$ cat src/rtl/uart_pkg.sv
`default_nettype none
// ============================================================================
//  Module      : uart_pkg
//  Description : Shared UART definitions used by the transmit framer and the
//                receive deframer: FSM state encoding, frame bit positions,
//                parity encodings and the parity helper.
//  Revision    : 1.0 - initial release
// ============================================================================
package uart_pkg;

  // Transmit FSM states. The width is fixed so the encoding is stable across
  // tools and visible in waveforms.
  typedef enum logic [2:0] {
    ST_IDLE   = 3'd0,
    ST_START  = 3'd1,
    ST_DATA   = 3'd2,
    ST_PARITY = 3'd3,
    ST_STOP   = 3'd4
  } uart_tx_state_t;

  // Frame layout, transmitted from START_IDX down to STOP_IDX.
  localparam int FRAME_W    = 11;
  localparam int START_IDX  = 10;
  localparam int DATA_MSB   = 9;
  localparam int DATA_LSB   = 2;
  localparam int PARITY_IDX = 1;
  localparam int STOP_IDX   = 0;

  // parity_type encodings.
  localparam logic PARITY_EVEN = 1'b0;
  localparam logic PARITY_ODD  = 1'b1;

  // Even parity is the XOR of the data bits; odd parity is its inverse.
  function automatic logic calc_parity(input logic [7:0] data,
                                       input logic       ptype);
    return (^data) ^ (ptype == PARITY_ODD);
  endfunction

endpackage : uart_pkg
`default_nettype wire

$ cat src/rtl/uart_baud_gen.sv
`default_nettype none
// ============================================================================
//  Module      : uart_baud_gen
//  Description : Bit-period timer. Counts clock cycles and flags the last
//                cycle of every serial bit period.
//  Ports       : clock    - system clock, rising edge
//                reset    - synchronous active-high reset
//                clear    - hold the counter at zero (frame not running)
//                bit_tick - high on the last cycle of a bit period
//  Parameters  : CLKS_PER_BIT - clock cycles per serial bit, 2 or more
//  Revision    : 1.0 - initial release
// ============================================================================
module uart_baud_gen
  import uart_pkg::*;
#(
  parameter int CLKS_PER_BIT = 5208
) (
  input  logic clock,
  input  logic reset,
  input  logic clear,
  output logic bit_tick
);

  localparam int               CNT_W    = (CLKS_PER_BIT > 1) ? $clog2(CLKS_PER_BIT) : 1;
  localparam logic [CNT_W-1:0] CNT_LAST = CNT_W'(CLKS_PER_BIT - 1);
  localparam logic [CNT_W-1:0] CNT_ONE  = CNT_W'(1);

  logic [CNT_W-1:0] cnt_q;
  logic [CNT_W-1:0] cnt_d;

  // The tick is decoded from the registered count, so the FSM sees it on the
  // final cycle of the period and moves on at the following edge.
  assign bit_tick = (cnt_q == CNT_LAST);

  always_comb begin
    cnt_d = cnt_q;
    if (clear) begin
      cnt_d = '0;
    end else if (bit_tick) begin
      cnt_d = '0;
    end else begin
      cnt_d = cnt_q + CNT_ONE;
    end
  end

  always_ff @(posedge clock) begin
    if (reset) begin
      cnt_q <= '0;
    end else begin
      cnt_q <= cnt_d;
    end
  end

endmodule : uart_baud_gen
`default_nettype wire

$ cat src/rtl/uart_tx_frame.sv
`default_nettype none
// ============================================================================
//  Module      : uart_tx_frame
//  Description : UART transmit framer and serialiser. Accepts one byte per
//                valid/ready handshake, builds the 11-bit frame
//                {start, data[7:0] MSB first, parity, stop} and shifts it out
//                on tx, one bit per CLKS_PER_BIT cycles. tx_done pulses for
//                one cycle when the frame completes.
//  Ports       : clock       - system clock, rising edge
//                reset       - synchronous active-high reset
//                tx_valid    - byte on tx_data is offered
//                tx_data     - byte to send, sampled on accept
//                parity_type - 0 even / 1 odd, sampled on accept
//                              (only with UART_TX_PARITY_EN)
//                tx_ready    - idle, a byte can be accepted
//                tx          - serial line, idles high
//                tx_busy     - frame in progress
//                tx_done     - one-cycle pulse after the stop bit
//  Parameters  : CLKS_PER_BIT - clock cycles per serial bit, 2 or more
//  Build macro : UART_TX_PARITY_EN - when defined, parity_type exists and the
//                parity slot carries computed parity; otherwise the slot is a
//                constant mark (1). Frame length is 11 bits either way.
//  Revision    : 1.0 - initial release
// ============================================================================
module uart_tx_frame
  import uart_pkg::*;
#(
  parameter int CLKS_PER_BIT = 5208
) (
  input  logic       clock,
  input  logic       reset,
  input  logic       tx_valid,
  input  logic [7:0] tx_data,
`ifdef UART_TX_PARITY_EN
  input  logic       parity_type,
`endif
  output logic       tx_ready,
  output logic       tx,
  output logic       tx_busy,
  output logic       tx_done
);

  uart_tx_state_t     state_q;
  uart_tx_state_t     state_d;
  logic [FRAME_W-1:0] frame_q;
  logic [FRAME_W-1:0] frame_d;
  logic [2:0]         bit_idx_q;
  logic [2:0]         bit_idx_d;
  logic               tx_q;
  logic               tx_d;
  logic               done_q;
  logic               done_d;

  logic               accept;
  logic               par_bit;
  logic               bit_tick;
  logic               baud_clear;
  logic [7:0]         data_bits;

  assign accept    = tx_valid && (state_q == ST_IDLE);
  assign data_bits = frame_q[DATA_MSB:DATA_LSB];

  // Parity is worked out from tx_data in the accept cycle, i.e. from exactly
  // the byte being captured, so later input changes cannot affect it.
`ifdef UART_TX_PARITY_EN
  assign par_bit = calc_parity(tx_data, parity_type);
`else
  assign par_bit = 1'b1;
`endif

  // Keeping the timer cleared while idle means every frame starts with a
  // fresh full-length start bit, whenever the accept happens.
  assign baud_clear = (state_q == ST_IDLE);

  uart_baud_gen #(
    .CLKS_PER_BIT (CLKS_PER_BIT)
  ) u_baud_gen (
    .clock    (clock),
    .reset    (reset),
    .clear    (baud_clear),
    .bit_tick (bit_tick)
  );

  // Next-state logic. tx_d is the line value for the state being entered, so
  // the registered tx changes on the same edge as the state register and
  // every bit is held for exactly one bit period.
  always_comb begin
    state_d   = state_q;
    frame_d   = frame_q;
    bit_idx_d = bit_idx_q;
    tx_d      = tx_q;
    done_d    = 1'b0;

    unique case (state_q)
      ST_IDLE: begin
        tx_d = 1'b1;
        if (accept) begin
          frame_d[START_IDX]         = 1'b0;
          frame_d[DATA_MSB:DATA_LSB] = tx_data;
          frame_d[PARITY_IDX]        = par_bit;
          frame_d[STOP_IDX]          = 1'b1;
          bit_idx_d                  = 3'd7;
          tx_d                       = frame_d[START_IDX];
          state_d                    = ST_START;
        end
      end

      ST_START: begin
        if (bit_tick) begin
          tx_d    = data_bits[bit_idx_q];
          state_d = ST_DATA;
        end
      end

      ST_DATA: begin
        if (bit_tick) begin
          if (bit_idx_q == 3'd0) begin
            tx_d    = frame_q[PARITY_IDX];
            state_d = ST_PARITY;
          end else begin
            bit_idx_d = bit_idx_q - 3'd1;
            tx_d      = data_bits[bit_idx_d];
          end
        end
      end

      ST_PARITY: begin
        if (bit_tick) begin
          tx_d    = frame_q[STOP_IDX];
          state_d = ST_STOP;
        end
      end

      ST_STOP: begin
        if (bit_tick) begin
          tx_d    = 1'b1;
          done_d  = 1'b1;
          state_d = ST_IDLE;
        end
      end

      default: begin
        tx_d    = 1'b1;
        state_d = ST_IDLE;
      end
    endcase
  end

  always_ff @(posedge clock) begin
    if (reset) begin
      state_q   <= ST_IDLE;
      frame_q   <= '1;
      bit_idx_q <= 3'd0;
      tx_q      <= 1'b1;
      done_q    <= 1'b0;
    end else begin
      state_q   <= state_d;
      frame_q   <= frame_d;
      bit_idx_q <= bit_idx_d;
      tx_q      <= tx_d;
      done_q    <= done_d;
    end
  end

  assign tx_ready = (state_q == ST_IDLE);
  assign tx_busy  = (state_q != ST_IDLE);
  assign tx       = tx_q;
  assign tx_done  = done_q;

endmodule : uart_tx_frame
`default_nettype wire

$ cat config.mk
export PLATFORM = sky130hd
export DESIGN_NAME = uart_tx_frame
export DESIGN_NICKNAME = d
export VERILOG_FILES = /design/src/rtl/uart_pkg.sv /design/src/rtl/uart_baud_gen.sv /design/src/rtl/uart_tx_frame.sv
export SDC_FILE = /design/constraint.sdc
export NUM_CORES = 1
export LEC_CHECK = 0
export ABC_CLOCK_PERIOD_IN_PS = 2000
export CORE_MARGIN = 2
export CORE_UTILIZATION = 50
export DETAILED_ROUTE_END_ITERATION = 6
export PLACE_DENSITY_LB_ADDON = 0.2
export SLEW_MARGIN = 20
export SYNTH_ARGS = -nofsm -noshare
export SYNTH_HDL_FRONTEND = slang
export SYNTH_SLANG_ARGS = --single-unit
$ cat constraint.sdc
create_clock -name clock -period 2 [get_ports clock]
set_clock_uncertainty 0.2 [all_clocks]
set_input_delay 0.3 -clock clock [delete_from_list [all_inputs] [get_ports clock]]
set_output_delay 0.3 -clock clock [all_outputs]
set_load 0.05 [all_outputs]
==> results.json, run 1 <==
{
  "synth_cell_type_count": 38,
  "drt-wirelength-per-cell_um": 14.5,
  "grt.total_usage_pct": 21.4,
  "gp_congestion": 0.855,
  "layout_commonest_cell": "dfxtp_1",
  "power_density_nw_per_um2": 712,
  "n_antenna_cell": 0,
  "syn_inst": 168,
  "initial_utilization_pct": 53.5,
  "dr.pass1.iters": 4,
  "clkSinkCount": 29,
  "leakage_nw": 0.727,
  "timing.rr.end": "tx$_SDFFE_PP1P_",
  "worst_hold_path.endpoint": "u_baud_gen.cnt_q[0]$_SDFF_PP0_",
  "fin_hold_ws_ps": 246,
  "yosysWarnings": 0,
  "relSlewSlack_pct": 66.4,
  "drc": 0,
  "critPathMaxFanout": 1,
  "startpoint_type": "register",
  "drt_wl_total_um": 3210,
  "drt_iter0_drc": 63,
  "path_class": "reg -> out",
  "cp.required_ps": 1500,
  "die_w_um": 58.8,
  "area_growth_syn_to_layout_pct": 24.5,
  "fillers": 236,
  "drt-vias-per-instance": 5.76,
  "hpwl_um": 2370,
  "timing.fmax_mhz": 516,
  "mostFrequentLayoutCells": "26 x dfxtp_1, 24 x nand2_1, 24 x nor2_1",
  "num_vias": 1272,
  "clock-root-buffer": "clkbuf_4",
  "drv_cap": 0,
  "drv_slew": 0,
  "rr_worst_depth": 7,
  "die-area_um2": 3460,
  "clk_pin_slew_worst_paths_ps": 90,
  "syn-mean-instance-area_um2": 8.94,
  "clock_latency_ps": 330,
  "power_mw": 1.33,
  "grt_remaining_overflow": 0,
  "hold_path_depth": 1,
  "crit_slowest_cell": "clkdlybuf4s50_1",
  "syn_area_um2": 1500,
  "clockBufferDepth": 2,
  "vdd_ir_drop_max_v": 0.000467,
  "crit_chain": "clkdlybuf4s50_1",
  "grt_max_degree": 18,
  "r2r_start": "bit_idx_q[0]$_SDFFE_PP0P_",
  "syn_nets": 182,
  "cp.arrival_ps": 1440,
  "crit_path_max_incr_delay_ps": 790,
  "crit_buf_inv": 1,
  "grt_pass1_vias": 1251,
  "ctsHtreeMaxLevel": 2,
  "numCtsBuffers": 5,
  "end_kind": "output pin",
  "core_area_um2": 2810,
  "drt.antenna.violating_nets": 0,
  "synthFlopType": "dfxtp_1",
  "async_reset_ff_share_pct": 0,
  "nets": 203,
  "core.rowCount": 19,
  "grt_antenna_before_repair": 0,
  "cts_tree": "done",
  "crit_family": "buffers and inverters",
  "rrSetupSlack_ps": 100,
  "grt_pass1_wl_um": 5540,
  "io_pins": 15,
  "timing.final.crit_share_pct": 97.0,
  "yosysSeqAreaShare_pct": 38.7,
  "synth_edf_count": 0,
  "hold_class": "reg -> reg",
  "run_status": "finished clean",
  "hold_viol": 0,
  "drive_above_1_share_pct": 17.9,
  "dieHeight_um": 58.8,
  "period_needed_ps": 1940,
  "hold_start": "u_baud_gen.cnt_q[0]$_SDFF_PP0_",
  "port-buffer-count": 14,
  "worstMarginPinSlew_ps": 503,
  "synth-seq-cells": 29,
  "setup_viol": 0
}
-- cells in the mapped netlist (2+ instances only) --
master | count | area share, %
dfxtp_1 | 29 | 39
nand2_1 | 24 | 6.0
nor2_1 | 24 | 6.0
nand3b_1 | 9 | 4.5
xor2_1 | 8 | 4.7
and3_1 | 6 | 2.5
and2_1 | 5 | 2.1
nor3_1 | 5 | 1.7
xnor2_1 | 5 | 2.9
buf_2 | 4 | 1.3
a21oi_1 | 3 | 1.0
and4_1 | 3 | 1.8
ha_1 | 3 | 2.5
inv_1 | 3 | 0.75
mux2i_1 | 3 | 2.0
nand4_1 | 3 | 1.3
a2111oi_2 | 2 | 2.0
a211oi_1 | 2 | 1.0
clkbuf_1 | 2 | 0.50
mux4_1 | 2 | 3.5
nand3_1 | 2 | 0.67
nor3b_1 | 2 | 1.0
nor4b_1 | 2 | 1.2
nor4b_2 | 2 | 2.0
o22ai_1 | 2 | 0.83
-- area by class of cell --
| type | instances | area [µm²] | share of cell area (%) |
|---|---|---|---|
| sequential | 29 | 587 | 31.4 |
| multi-input combinational | 127 | 905 | 48.4 |
| tap | 31 | 38.8 | 2.07 |
| inverter | 3 | 11.3 | 0.602 |
| clock inverter | 1 | 30.0 | 1.61 |
| timing repair buffer | 23 | 243 | 13.0 |
| clock buffer | 7 | 55.1 | 2.95 |
-- sequential cells by signal, indices dropped and copies added (netlist names) --
register          count
u_baud_gen.cnt_q     13
frame_q               8
bit_idx_q             3
state_q               3
tx                    1
tx_done               1
-- what timing repair did --
item | in CTS | in global routing
gates resized for setup | 2 | 11
hold buffers | 0 | 0
buffers inserted | 0 | 1
pin swaps | 0 | 3
setup endpoints to repair | 1 | 7
-- metrics by stage --
stage / std cells / util (%) / setup slack [ps] / instance area [µm²] / setup TNS (ps)
after global placement: 212 / 61.8 / 53.6 / 1730 / 0
after detailed placement: 212 / 61.8 / -76.7 / 1730 / -76.7
final: 221 / 66.6 / 60.5 / 1870 / 0
after global routing: 221 / 66.6 / -1.64 / 1870 / -1.64
after CTS: 220 / 65.1 / 17.6 / 1830 / 0
after floorplan: 168 / - / 55.5 / 1510 / 0
-- power by group --
part | switching, mW | internal (mW) | total, mW
sequential | 0.0252 | 0.601 | 0.626
combinational | 0.0976 | 0.108 | 0.206
clock | 0.202 | 0.298 | 0.500
-- cells by family after synthesis --
group                    count (synthesis)  share of synthesized area (%)
multiplexers                             6                           7.00
buffers and inverters                   12                           4.08
AND/OR/NAND/NOR                         90                           32.0
AO/OA/AOI/OAI                           15                           8.17
XOR/XNOR                                13                           7.58
adder cells (fa/ha/maj)                  3                           2.50
flip-flops                              29                           38.7
-- how the worst max path moves through the flow --
| stage | depth (start not counted) | slack, ps | to | start |
|---|---|---|---|---|
| after global placement | 7 | 50 | tx$_SDFFE_PP1P_ | bit_idx_q[0]$_SDFFE_PP0P_ |
| after detailed placement | 7 | -80 | tx$_SDFFE_PP1P_ | bit_idx_q[0]$_SDFFE_PP0P_ |
| after CTS | 1 | 20 | tx | tx$_SDFFE_PP1P_ |
| after global routing | 6 | -2 | bit_idx_q[0]$_SDFFE_PP0P_ | u_baud_gen.cnt_q[0]$_SDFF_PP0_ |
| final | 1 | 60 | tx_done | tx_done$_SDFF_PP0_ |
| after floorplan | 3 | 60 | tx_busy | state_q[2]$_SDFFE_PP0P_ |
-- metal layers --
metal,wire (µm),global-route usage [%]
met1,1370,25.0
met2,1660,36.3
met3,147,7.25
met4,33,7.47
met5,0,0
Power figures use the tool's default switching activity.
==> run 2: changes to the inputs <==
--- a/config.mk
+++ b/config.mk
@@ -5,9 +5,10 @@
 export SDC_FILE = /design/constraint.sdc
 export NUM_CORES = 1
 export LEC_CHECK = 0
-export ABC_CLOCK_PERIOD_IN_PS = 2000
+export ABC_CLOCK_PERIOD_IN_PS = 2300
+export CAP_MARGIN = 20
 export CORE_MARGIN = 2
-export CORE_UTILIZATION = 50
+export CORE_UTILIZATION = 55
 export DETAILED_ROUTE_END_ITERATION = 6
 export PLACE_DENSITY_LB_ADDON = 0.2
 export SLEW_MARGIN = 20
==> constraint.sdc (replaced) <==
create_clock -name clock -period 2.3 [get_ports clock]
set_clock_uncertainty 0.2 [all_clocks]
set_input_delay 0.345 -clock clock [delete_from_list [all_inputs] [get_ports clock]]
set_output_delay 0.345 -clock clock [all_outputs]
set_load 0.05 [all_outputs]
==> results.json, run 2 (synthesis results as in run 1) <==
{
  "grt_pass1_wl_um": 5100,
  "final_cells": 214,
  "drt_wl_total_um": 3100,
  "fin_ws_ps": 203,
  "port-buffer-count": 14,
  "drv_slew": 0,
  "top_regs": "u_baud_gen.cnt_q: 13 flops, frame_q: 8 flops",
  "power_density_nw_per_um2": 657,
  "hold_buffers": 0,
  "wl_met2_um": 1470,
  "route.met3.wl_um": 192,
  "end_kind": "register",
  "grt_antenna_before_repair": 0,
  "dieHeight_um": 56.3,
  "grt_max_degree": 13,
  "postCtsSetupBuffers": 0,
  "timing.final.crit_share_pct": 91.2,
  "clkSinkCount": 29,
  "mostFrequentLayoutCells": "28 x dfxtp_1, 24 x nand2_1, 24 x nor2_1",
  "hold_path_depth": 1,
  "cp.arrival_ps": 2110,
  "n_antenna_cell": 0,
  "drt-wirelength-per-cell_um": 14.5,
  "hpwl_um": 2280,
  "grt.total_usage_pct": 21.0,
  "ctsHtreeMaxLevel": 2,
  "num_vias": 1253,
  "period_needed_ps": 2100,
  "core_area_um2": 2520,
  "drt_iter0_drc": 40,
  "drive_above_1_share_pct": 10.3,
  "vdd_ir_drop_max_v": 0.000648,
  "gp_congestion": 0.843,
  "run_status": "finished clean",
  "rrSetupSlack_ps": 200,
  "drt-vias-per-instance": 5.86,
  "area_growth_syn_to_layout_pct": 15.8,
  "fillers": 203,
  "path_class": "reg -> reg",
  "hold_start": "u_baud_gen.cnt_q[0]$_SDFF_PP0_",
  "nets": 197,
  "layout_commonest_cell": "dfxtp_1",
  "dpl_cell_area_um2": 1650,
  "setup_viol": 0,
  "numCtsBuffers": 5,
  "startpoint_type": "register",
  "drt.antenna.violating_nets": 0,
  "leakage_nw": 0.676,
  "rr_worst_depth": 7,
  "hold_class": "reg -> reg",
  "setup_tns_ps": 0,
  "worstMarginPinSlew_ps": 486,
  "clock_latency_ps": 340,
  "dr.max_layer_used": "met4",
  "relSlewSlack_pct": 67.5,
  "cts_tree": "done",
  "die-area_um2": 3160,
  "drv_cap": 0,
  "initial_utilization_pct": 59.5,
  "fin_hold_ws_ps": 258,
  "worst_hold_path.endpoint": "u_baud_gen.cnt_q[0]$_SDFF_PP0_",
  "dpl.cell_count": 206,
  "r2r_start": "bit_idx_q[1]$_SDFFE_PP0P_",
  "largest_reg_flops": 13,
  "largest_register": "u_baud_gen.cnt_q",
  "clock-root-buffer": "clkbuf_4",
  "clk_pin_slew_worst_paths_ps": 100,
  "dr.pass1.iters": 4,
  "cts_resized": 0,
  "clockBufferDepth": 2,
  "postLayoutCellArea_um2": 1740,
  "drc": 0,
  "postLayoutCoreUtil_pct": 68.9,
  "power_mw": 1.14,
  "crit_slowest_cell": "dfxtp_1",
  "die_w_um": 56.3,
  "hold_viol": 0,
  "rsz0062_at_grt": "no",
  "met1_length_um": 1390,
  "io_pins": 15,
  "grt_remaining_overflow": 0,
  "core.rowCount": 18,
  "cp.required_ps": 2310,
  "critPathMaxFanout": 4,
  "crit_path_max_incr_delay_ps": 410,
  "crit_chain": "inv_1 -> ha_1 -> mux4_1 -> nor4b_1 -> nor2_1 -> o2111ai_1 -> a21oi_1",
  "timing.fmax_mhz": 477,
  "grt_pass1_vias": 1151,
  "timing.rr.end": "tx$_SDFFE_PP1P_",
  "preCtsSetupSlack_ps": 229
}
run 2: cell types whose count changed in the layout (fill, tap and decap cells not counted), sizes merged:
cell / change
buf: -6
clkdlybuf4s50: +1
dlymetal6s2s: -1
run 2: worst max-delay path by stage:
stage	slack (ps)	from	end	cells past startpoint
finish	200	bit_idx_q[1]$_SDFFE_PP0P_	tx$_SDFFE_PP1P_	7
floorplan	10	state_q[2]$_SDFFE_PP0P_	tx_busy	3
CTS	200	bit_idx_q[0]$_SDFFE_PP0P_	tx$_SDFFE_PP1P_	7
global route	30	u_baud_gen.cnt_q[0]$_SDFF_PP0_	state_q[0]$_SDFFE_PP0P_	6
global placement	310	bit_idx_q[0]$_SDFFE_PP0P_	tx$_SDFFE_PP1P_	7
detailed placement	230	bit_idx_q[0]$_SDFFE_PP0P_	tx$_SDFFE_PP1P_	7
run 2: power breakdown:
| group | switching, mW | internal (mW) |
|---|---|---|
| combinational | 0.0783 | 0.0755 |
| sequential | 0.0199 | 0.522 |
| clock | 0.186 | 0.259 |
run 2: metal layers:
metal | up-vias | global-route usage [%]
met1 | 585 | 26.5
met5 | - | 0
met3 | 6 | 7.83
met2 | 39 | 33.1
li1 | 623 | -
met4 | 0 | 7.14
run 2: area by class of cell:
type | count | area, µm² | area share, %
clock inverter | 1 | 30.0 | 1.73
clock buffer | 7 | 55.1 | 3.17
tap | 30 | 37.5 | 2.16
inverter | 3 | 11.3 | 0.648
multi-input combinational | 127 | 865 | 49.7
timing repair buffer | 17 | 158 | 9.07
sequential | 29 | 582 | 33.5
run 2: critical path, delay by kind of cell, from the launching register on:
kind                       cells  cell delay [ps]
AOI/OAI and AO/OA              2              230
adders and majority gates      1              330
buffers and inverters          1               80
DFF                            1              410
muxes                          1              340
and+or+nand+nor                2              390
